--- src/rtl/alu_multicycle_pkg.sv ---
// Shared opcodes and FSM encoding for the execute-stage ALU.
package alu_multicycle_pkg;

  localparam int unsigned ALU_OP_W = 4;

  localparam logic [ALU_OP_W-1:0] ALU_ADD = 4'b0000;
  localparam logic [ALU_OP_W-1:0] ALU_SUB = 4'b1000;
  localparam logic [ALU_OP_W-1:0] ALU_AND = 4'b0111;
  localparam logic [ALU_OP_W-1:0] ALU_XOR = 4'b0100;
  localparam logic [ALU_OP_W-1:0] ALU_SLL = 4'b0001;
  localparam logic [ALU_OP_W-1:0] ALU_SRA = 4'b1101;
  localparam logic [ALU_OP_W-1:0] ALU_MUL = 4'b1111;

  typedef enum logic {
    ST_IDLE = 1'b0,
    ST_MUL  = 1'b1
  } state_e;

endpackage

--- src/rtl/alu_multicycle_if.sv ---
// Request/response bundle between the ID/EX stage and the ALU.
interface alu_multicycle_if
  import alu_multicycle_pkg::*;
#(
  parameter int unsigned WIDTH = 32
);

  logic                start_i;
  logic [ALU_OP_W-1:0] aluctr_i;
  logic [WIDTH-1:0]    data1_i;
  logic [WIDTH-1:0]    data2_i;
  logic                flush_i;
  logic                busy_o;
  logic                done_o;
  logic [WIDTH-1:0]    result_o;
  logic                zero_o;

  modport master (
    output start_i, aluctr_i, data1_i, data2_i, flush_i,
    input  busy_o, done_o, result_o, zero_o
  );

  modport slave (
    input  start_i, aluctr_i, data1_i, data2_i, flush_i,
    output busy_o, done_o, result_o, zero_o
  );

endinterface

--- src/rtl/alu_multicycle_mul_shift_add.sv ---
// Iterative radix-2 shift-add multiplier datapath with fixed WIDTH-step latency.
module mul_shift_add #(
  parameter int unsigned WIDTH = 32
) (
  input  logic             clk_i,
  input  logic             rst_i,
  input  logic             start_i,
  input  logic             run_i,
  input  logic             flush_i,
  input  logic [WIDTH-1:0] a_i,
  input  logic [WIDTH-1:0] b_i,
  output logic             done_c_o,
  output logic [WIDTH-1:0] sum_c_o
);

  localparam int unsigned SHW = $clog2(WIDTH);

  logic [WIDTH-1:0] mcand_q, mcand_d;
  logic [WIDTH-1:0] mplier_q, mplier_d;
  logic [WIDTH-1:0] acc_q, acc_d;
  logic [SHW-1:0]   cnt_q, cnt_d;

  // Partial sum including the current multiplier bit; on the last step this is the product.
  assign sum_c_o  = acc_q + (mplier_q[0] ? mcand_q : '0);
  assign done_c_o = run_i && !flush_i && (cnt_q == SHW'(WIDTH - 1));

  // Load on accept, one shift-add step per cycle while running, clear counter on flush.
  always_comb begin
    mcand_d  = mcand_q;
    mplier_d = mplier_q;
    acc_d    = acc_q;
    cnt_d    = cnt_q;
    if (flush_i) begin
      cnt_d = '0;
    end else if (start_i) begin
      mcand_d  = a_i;
      mplier_d = b_i;
      acc_d    = '0;
      cnt_d    = '0;
    end else if (run_i) begin
      acc_d    = sum_c_o;
      mcand_d  = mcand_q << 1;
      mplier_d = mplier_q >> 1;
      cnt_d    = cnt_q + SHW'(1);
    end
  end

  // Datapath registers.
  always_ff @(posedge clk_i or negedge rst_i) begin
    if (!rst_i) begin
      mcand_q  <= '0;
      mplier_q <= '0;
      acc_q    <= '0;
      cnt_q    <= '0;
    end else begin
      mcand_q  <= mcand_d;
      mplier_q <= mplier_d;
      acc_q    <= acc_d;
      cnt_q    <= cnt_d;
    end
  end

endmodule

--- src/rtl/alu_multicycle.sv ---
// Execute-stage ALU: single-cycle ops plus a fixed-latency iterative multiply.
module alu_multicycle
  import alu_multicycle_pkg::*;
#(
  parameter int unsigned WIDTH = 32
) (
  input  logic             clk_i,
  input  logic             rst_i,
  alu_multicycle_if.slave  bus
);

  localparam int unsigned SHW = $clog2(WIDTH);

  state_e           state_q, state_d;
  logic             done_q, done_d;
  logic [WIDTH-1:0] result_q, result_d;
  logic             zero_q, zero_d;
  logic             mul_start_c;
  logic             mul_done_c;
  logic [WIDTH-1:0] mul_sum_c;
  logic [WIDTH-1:0] alu_c;
  logic [SHW-1:0]   shamt_c;

  assign shamt_c = bus.data2_i[SHW-1:0];

  // Single-cycle operation results; unknown codes yield zero.
  always_comb begin
    alu_c = '0;
    unique case (bus.aluctr_i)
      ALU_ADD: alu_c = bus.data1_i + bus.data2_i;
      ALU_SUB: alu_c = bus.data1_i - bus.data2_i;
      ALU_AND: alu_c = bus.data1_i & bus.data2_i;
      ALU_XOR: alu_c = bus.data1_i ^ bus.data2_i;
      ALU_SLL: alu_c = bus.data1_i << shamt_c;
      ALU_SRA: alu_c = WIDTH'($signed(bus.data1_i) >>> shamt_c);
      default: alu_c = '0;
    endcase
  end

  mul_shift_add #(.WIDTH(WIDTH)) u_mul (
    .clk_i    (clk_i),
    .rst_i    (rst_i),
    .start_i  (mul_start_c),
    .run_i    (state_q == ST_MUL),
    .flush_i  (bus.flush_i),
    .a_i      (bus.data1_i),
    .b_i      (bus.data2_i),
    .done_c_o (mul_done_c),
    .sum_c_o  (mul_sum_c)
  );

  // Next-state and result update; flush beats both start and completion.
  always_comb begin
    state_d     = state_q;
    done_d      = 1'b0;
    result_d    = result_q;
    zero_d      = zero_q;
    mul_start_c = 1'b0;
    unique case (state_q)
      ST_IDLE: begin
        if (!bus.flush_i && bus.start_i) begin
          if (bus.aluctr_i == ALU_MUL) begin
            mul_start_c = 1'b1;
            state_d     = ST_MUL;
          end else begin
            result_d = alu_c;
            zero_d   = (alu_c == '0);
            done_d   = 1'b1;
          end
        end
      end
      ST_MUL: begin
        if (bus.flush_i) begin
          state_d = ST_IDLE;
        end else if (mul_done_c) begin
          result_d = mul_sum_c;
          zero_d   = (mul_sum_c == '0);
          done_d   = 1'b1;
          state_d  = ST_IDLE;
        end
      end
      default: state_d = ST_IDLE;
    endcase
  end

  // State and output registers.
  always_ff @(posedge clk_i or negedge rst_i) begin
    if (!rst_i) begin
      state_q  <= ST_IDLE;
      done_q   <= 1'b0;
      result_q <= '0;
      zero_q   <= 1'b1;
    end else begin
      state_q  <= state_d;
      done_q   <= done_d;
      result_q <= result_d;
      zero_q   <= zero_d;
    end
  end

  assign bus.busy_o   = (state_q == ST_MUL);
  assign bus.done_o   = done_q;
  assign bus.result_o = result_q;
  assign bus.zero_o   = zero_q;

endmodule

--- src/flat_wrapper.sv ---
// flat-port wrapper written by rule: the top's interface ports become plain ports
module alu_multicycle_flat import alu_multicycle_pkg::*;
#(
  parameter int unsigned WIDTH = 32
)
  (clk_i, rst_i, bus_start_i, bus_aluctr_i, bus_data1_i, bus_data2_i, bus_flush_i, bus_busy_o, bus_done_o, bus_result_o, bus_zero_o);
  alu_multicycle_if #(.WIDTH(WIDTH)) bus_i ();
  input  logic clk_i;
  input  logic rst_i;
  input wire logic [$bits(bus_i.start_i)-1:0] bus_start_i;
  input wire logic [$bits(bus_i.aluctr_i)-1:0] bus_aluctr_i;
  input wire logic [$bits(bus_i.data1_i)-1:0] bus_data1_i;
  input wire logic [$bits(bus_i.data2_i)-1:0] bus_data2_i;
  input wire logic [$bits(bus_i.flush_i)-1:0] bus_flush_i;
  output wire logic [$bits(bus_i.busy_o)-1:0] bus_busy_o;
  output wire logic [$bits(bus_i.done_o)-1:0] bus_done_o;
  output wire logic [$bits(bus_i.result_o)-1:0] bus_result_o;
  output wire logic [$bits(bus_i.zero_o)-1:0] bus_zero_o;
  assign bus_i.start_i = bus_start_i;
  assign bus_i.aluctr_i = bus_aluctr_i;
  assign bus_i.data1_i = bus_data1_i;
  assign bus_i.data2_i = bus_data2_i;
  assign bus_i.flush_i = bus_flush_i;
  assign bus_busy_o = bus_i.busy_o;
  assign bus_done_o = bus_i.done_o;
  assign bus_result_o = bus_i.result_o;
  assign bus_zero_o = bus_i.zero_o;
  alu_multicycle #(.WIDTH(WIDTH)) u_core (.clk_i(clk_i), .rst_i(rst_i), .bus(bus_i));
endmodule
--- config.mk ---
export PLATFORM = sky130hd
export DESIGN_NAME = alu_multicycle_flat
export DESIGN_NICKNAME = d
export VERILOG_FILES = /design/src/rtl/alu_multicycle_pkg.sv /design/src/rtl/alu_multicycle_if.sv /design/src/rtl/alu_multicycle_mul_shift_add.sv /design/src/rtl/alu_multicycle.sv /design/src/flat_wrapper.sv
export SDC_FILE = /design/constraint.sdc
export NUM_CORES = 1
export LEC_CHECK = 0
export CAP_MARGIN = 15
export CORE_MARGIN = 3
export CORE_UTILIZATION = 50
export DETAILED_ROUTE_END_ITERATION = 8
export HOLD_SLACK_MARGIN = 0.05
export PLACE_DENSITY = 0.76
export SLEW_MARGIN = 20
export SYNTH_ARGS = -nofsm -noshare
export SYNTH_HDL_FRONTEND = slang
export SYNTH_SLANG_ARGS = --single-unit
--- constraint.sdc ---
create_clock -name clk_i -period 5.68 [get_ports clk_i]
set_input_delay 1.42 -clock clk_i [delete_from_list [all_inputs] [get_ports clk_i]]
set_output_delay 1.42 -clock clk_i [all_outputs]
set_load 0.01 [all_outputs]
---- After elaboration in Yosys (flattened, before gate mapping) ----
Cells that the tools add are included.
word-level totals
  bits of input ports ..................... 72
  output and inout port bits .............. 35
  logic and storage cells ................. 72
  bits in registers ....................... 136
operators by class
  muxes and demuxes ....................... 32
  eq/ne operators ......................... 11
  reductions and logical operators ........ 11
  bitwise operators ....................... 4
  $add $sub $neg .......................... 4
  shift operators ......................... 2
operators with widths
  kind                   number
  $mux W32               11
  $pmux W32 S6           1
  $add A32 B32 Y32       2
  $logic_not A32 Y1      2
  $pmux W32 S2           1
  $and A32 B32 Y32       1
  $shl A32 B5 Y32        1
  $sshr A32 B5 Y32       1
  $sub A32 B32 Y32       1
  $xor A32 B32 Y32       1
  $mux W5                3
  $mux W1                13
  $eq A4 B4 Y1 const B   3
  $eq A4 B3 Y1 const B   2
  $ne A2 B2 Y1 const B   3
  $pmux W1 S2            3
  $add A5 B1 Y5 const B  1
  $eq A5 B5 Y1 const B   1
  $eq A4 B1 Y1 const B   1
  $logic_not A4 Y1       1
  $reduce_and A4 Y1      1
  $logic_and A1 B1 Y1    3
  $reduce_bool A3 Y1     1
  $ne A2 B1 Y1 const B   1
  other kinds (4)        5

---- Logic depth before layout (Yosys ltp) ----
  depth in word-level cells ............... 6
  mapped depth ............................ 25
  depth with buffers taken out ............ 20

---- By module ----
A second synthesis with hierarchy kept.
second synthesis, totals
  cells, all modules ...................... 1,911
  area, all modules ....................... 15,805.2 µm²
modules (own cells, without submodules)
  module          sequential area each (µm²)  area each (µm²)  instances  cells each
  alu_multicycle  877.1                       9,469.1          1          1,235
  mul_shift_add   2,527.4                     6,336.1          1          676

---- Worst setup path after synthesis ----
No wires, ideal clock.
  kind .................................... input -> register
  start point ............................. input bus_data2_i[1]
  end point ............................... register u_core.result_q[30], in the netlist u_core.bus.result_o[30]
  slack ................................... -0.620 ns
  data arrival time ....................... 6.224 ns
  library setup time ...................... 0.076 ns
  data required time ...................... 5.604 ns
  stages on the path ...................... 24
  path buffers ............................ 6
  path through ............................ buf_2 > inv_1 > clkbuf_1 > buf_2 > clkbuf_1 > ha_1 > nand4b_1 > or3_1 > clkbuf_1 > o21ai_0 > xor2_1 > ha_1 > clkbuf_1 > nand2_1 > nor2_1 > or3_1 > a2111oi_0 > o41ai_1 > a21o_1 > a31oi_1 > nand4b_1 > o211ai_1 > mux2i_1 > o21ai_1
on the way
  longest elaborated chain between the ends .. 5
  elaborated cells between the ends (all ways) .. 8
  classes of those cells .................. 2 x add/sub; 2 x shift; 4 x mux
RTL lines
  what                                            RTL line              text
  from (decl)                                     flat_wrapper.sv:13    input wire logic [$bits(bus_i.data2_i)-1:0] bus_data2_i;
  $sub A32 B32 Y32, or another cell as far along  alu_multicycle.sv:31  ALU_SUB: alu_c = bus.data1_i - bus.data2_i;
  $pmux W32 S6 *                                  alu_multicycle.sv:29  unique case (bus.aluctr_i)
  $mux W32 *                                      alu_multicycle.sv:62  if (bus.aluctr_i == ALU_MUL) begin
  $mux W32 *                                      alu_multicycle.sv:61  if (!bus.flush_i && bus.start_i) begin
  $pmux W32 S2 *                                  alu_multicycle.sv:59  unique case (state_q)
  to (signal assigned)                            alu_multicycle.sv:96  result_q <= result_d;
  to (decl)                                       alu_multicycle.sv:16  logic [WIDTH-1:0] result_q, result_d;
Every way passes the cells marked *; elsewhere a longest branch is shown, timed or not. The select of a mux whose other input is x is not followed.
A chain may end at the register's enable or synchronous reset.

---- Worst setup path after layout ----
  start point ............................. input bus_data2_i[4]
  end point ............................... register u_core.zero_q, in the netlist u_core.bus.zero_o
on the way
  longest elaborated chain between the ends .. 6
  elaborated cells between the ends (all ways) .. 11
  classes of those cells .................. 2 x add/sub; 2 x shift; 4 x mux; 2 x bitwise; 1 x reduce/logical
RTL lines
  what                                            RTL line              text
  $sub A32 B32 Y32, or another cell as far along  alu_multicycle.sv:31
  $pmux W32 S6 *                                  alu_multicycle.sv:29
  $logic_not A32 Y1 *                             alu_multicycle.sv:67  zero_d = (alu_c == '0);
  $mux W1 *                                       alu_multicycle.sv:62
  $mux W1 *                                       alu_multicycle.sv:61
  $pmux W1 S2 *                                   alu_multicycle.sv:59
  to (signal assigned)                            alu_multicycle.sv:97  zero_q <= zero_d;
  to (decl)                                       alu_multicycle.sv:17  logic zero_q, zero_d;
Marks and branches as above.

==> metrics <==
first-pass GRT wire length 109.7 mm; final hold vios 0; syn nets around 2,100; Req. time, crit path 6.05 ns; Crit path largest cell delay ~0.42 ns; crit path max fanout 5; Post-Layout Cell Count 2,633; sw frac 0.4022; Post-Syn Instances 1,955; Layout area overhead 24.82%; root buf cell clkbuf_16; Die W 182.7 um; Syn Area/Cell 7.983 um^2; Pwr Density about 220 mW/mm^2; status complete, no violations; DR WL/cell 28.28 um; IO Pins 107; share of the yosys chip area belonging to registers 0.2181; Arr. time, crit path approximately 5.9 ns; critical path class in2reg; final setup fails 0; RSZ-0062 raised after global routing true; number of synthesized register bits 136; largest net degree at the start of global routing 96; Post-route DRC 0; critical path's most frequent cell buf_4; Seq pwr share 0.282; fin crit period between 5 and 6 ns; Slowest-stage cell, CP clkdlybuf4s50_1; Clk pwr share 0.262; Antenna Nets Post-Route 0; hold path depth 2; First-pass DRT Iterations 6; fill count between 2,000 and 3,000; share of cells above drive strength 1 0.1976; die area 0.03337 mm^2; Cell variety after synth between 80 and 90; vias in the first global route 17,301; IO buf count 106; CTS max path bufs 2; grt ovf 0; Worst setup EP type flip-flop; via count 18,373; total CTS buffers 17; achievable frequency 180.3 MHz; aggregate negative setup slack 0 ns; commonest non-fill, non-tap cell in the layout buf_4; hpwl dp 57.39 mm; Vias/cell between 6 and 7; Max Slew Vio Count 0; Internal 2.530 mW; CTS sink cnt 136; Synth Flop Type dfrtp_1; Iteration-0 DRC Markers 2,300; most frequent cells in the layout buf_4, nand2_1, o21ai_0, nor2_1, dfrtp_1; gr usage total 0.4358; Final period util 0.9767; total power 4.233 mW; Mapped Area 0.01561 mm^2; CP Launch Type input port; Nets 2,397; final core occ 0.6352; WL final 74.47 mm; max-cap violations 0; Leak Pwr between 8 and 9 nW; VDD IR max around 0.00022 V; CTS tree built; R2R cell count 14; Rel. slew slack 0.2380; worst-margin pin slew 1.139 ns; H-tree depth 4; clk slew on worst S/H paths 0.06 ns; Die Y 182.7 um; Comb pwr share 0.456; placed insts 2,598; clk_skew 0.009083 ns; Row Count 64; Synth Warn # 0; initial antenna violation count 1; worst skew pair latency 0.46 ns; Post-synth EDFFs 0; Core Area approximately 0.031 mm^2; CP Cell Sequence clkdlybuf4s50_1 -> or2_1 -> nor2_4 -> buf_4 -> nand4b_1 -> buf_4 -> o31ai_1 -> xor2_1 -> ha_1 -> buf_4 -> nand2_1 -> o21bai_1 -> mux2_2 -> o22ai_1 -> a211oi_1 -> nand3b_1 -> nor4_1 -> and4_1 -> and3_1 -> nand4_1 -> o31ai_2; Antenna Cells 0; GP Congestion 1.092; Psw 1.702 mW; Hold Crit Class reg2reg; Initial Util 0.5089; Async SR Flop Fraction 1.000
worst max-delay path, delay by kind of cell:
kind,cells,cell delay [ns]
fa+ha+maj,1,0.38
xor+xnor,1,0.11
mux,1,0.21
compound gates,5,1.10
buf+inv,4,0.94
simple gates,9,1.74
repair_timing:
action                                  CTS  global route
resized for setup                         0            22
hold buffers                              0             0
buffers inserted                          0             4
endpoints found under the hold margin     0             0
endpoints found under the setup margin    0            10
area by class of cell:
class / instances / area [um^2] / area share
multi-input cells: 1639 / 11620 / 0.5966
well taps: 396 / 495.5 / 0.02543
inverters: 32 / 120.1 / 0.006166
clock inverters: 12 / 120.1 / 0.006166
clock buffers: 19 / 452.9 / 0.02325
repair buffers: 399 / 3264 / 0.1676
flip-flops and latches: 136 / 3406 / 0.1748
metal layers:
metal  routed length, um  global-route usage  share of wire  vias to the layer above
li1                    -                   -              -                     7969
met3                7332             0.08591          0.098                      321
met5                   9                   0        0.00012                        -
met1               28080              0.5447           0.38                     8769
met4                5984              0.2815          0.080                        2
met2               33060              0.6865           0.44                     1312
cells by family (layout without fill, tap and decap cells):
kind of cell	after synthesis	count (layout)	synth area share
and+or+nand+nor	616	616	0.1865
buffers and inverters	180	462	0.04810
xor gates and xnor gates	75	75	0.04209
AOI/OAI and AO/OA	699	699	0.2973
muxes	149	149	0.1267
DFF	136	136	0.2181
adders and majority gates	100	100	0.08113
power groups by stage:
stage / registers (mW) / logic [mW] / clock network, mW
3_3_place_gp: 1.20 / 1.81 / 0
4_1_cts: 1.19 / 1.85 / 1.11
3_5_place_dp: 1.20 / 1.84 / 0
5_1_grt: 1.21 / 2.04 / 1.15
6_report: 1.19 / 1.93 / 1.11
2_1_floorplan: 1.19 / 0.997 / 0
path summary, 6_finish.rpt:
| check | start | to | slack, ns |
|---|---|---|---|
| worst max-delay path | bus_data2_i[4] | u_core.bus.zero_o | 0.13 |
| worst min-delay path | u_core.bus.result_o[10] | u_core.bus.result_o[10] | 0.48 |
| worst max register to register | u_core.u_mul.mcand_q[0] | u_core.bus.zero_o | 1.26 |
| worst min register to register | u_core.bus.result_o[10] | u_core.bus.result_o[10] | 0.48 |
| max in group asynchronous | rst_i | u_core.u_mul.mplier_q[18] | 3.40 |
| min in group asynchronous | rst_i | u_core.u_mul.mplier_q[5] | 1.06 |
cell usage after synthesis, types with 8 or more instances:
cell type / n / share of area
a21oi_1: 126 / 0.040
nor2b_1: 14 / 0.0056
a2111oi_0: 9 / 0.0051
xnor2_1: 44 / 0.025
o21ai_0: 167 / 0.054
clkbuf_1: 116 / 0.028
a21o_1: 21 / 0.010
nor2_1: 157 / 0.038
xor2_1: 31 / 0.017
o211ai_1: 19 / 0.0091
o21a_1: 11 / 0.0053
dfrtp_1: 135 / 0.22
and2_1: 41 / 0.016
a211oi_1: 29 / 0.014
buf_1: 9 / 0.0022
or3_1: 8 / 0.0032
nand3_1: 30 / 0.0096
o21ai_1: 15 / 0.0048
nor4_1: 11 / 0.0044
nand2b_1: 15 / 0.0060
mux4_2: 34 / 0.049
inv_1: 30 / 0.0072
a22oi_1: 122 / 0.059
a211o_1: 13 / 0.0073
and3_1: 20 / 0.0080
mux2_2: 33 / 0.024
buf_2: 17 / 0.0055
o221ai_1: 12 / 0.0067
o22ai_1: 21 / 0.0084
a31oi_1: 22 / 0.0088
ha_1: 98 / 0.079
mux2_1: 8 / 0.0058
mux2i_1: 72 / 0.046
nand2_1: 221 / 0.053
nor3_1: 43 / 0.014
nand4_1: 14 / 0.0056
a221oi_1: 8 / 0.0045
a22o_1: 21 / 0.012
flip-flops by register name (all words and copies together) (netlist names):
| name | cells |
|---|---|
| u_core.u_mul.cnt_q | 5 |
| u_core.bus.done_o | 1 |
| u_core.bus.result_o | 32 |
| u_core.u_mul.mcand_q | 32 |
| u_core.u_mul.acc_q | 32 |
| u_core.bus.zero_o | 1 |
| u_core.u_mul.mplier_q | 32 |
| u_core.bus.busy_o | 1 |
per-stage QoR:
stage | cell area, um^2 | hold slack, ns | setup slack (ns)
final | 19480 | 0.4767 | 0.1322
after detailed placement | 18760 | 0.4693 | -0.4051
after global routing | 19480 | 0.4982 | -0.1044
after floorplan | 15640 | 0.4563 | 0.02620
after CTS | 19330 | 0.4836 | 0.04350
after global placement | 18760 | 0.4618 | -0.2823
Power figures use the tool's default switching activity.
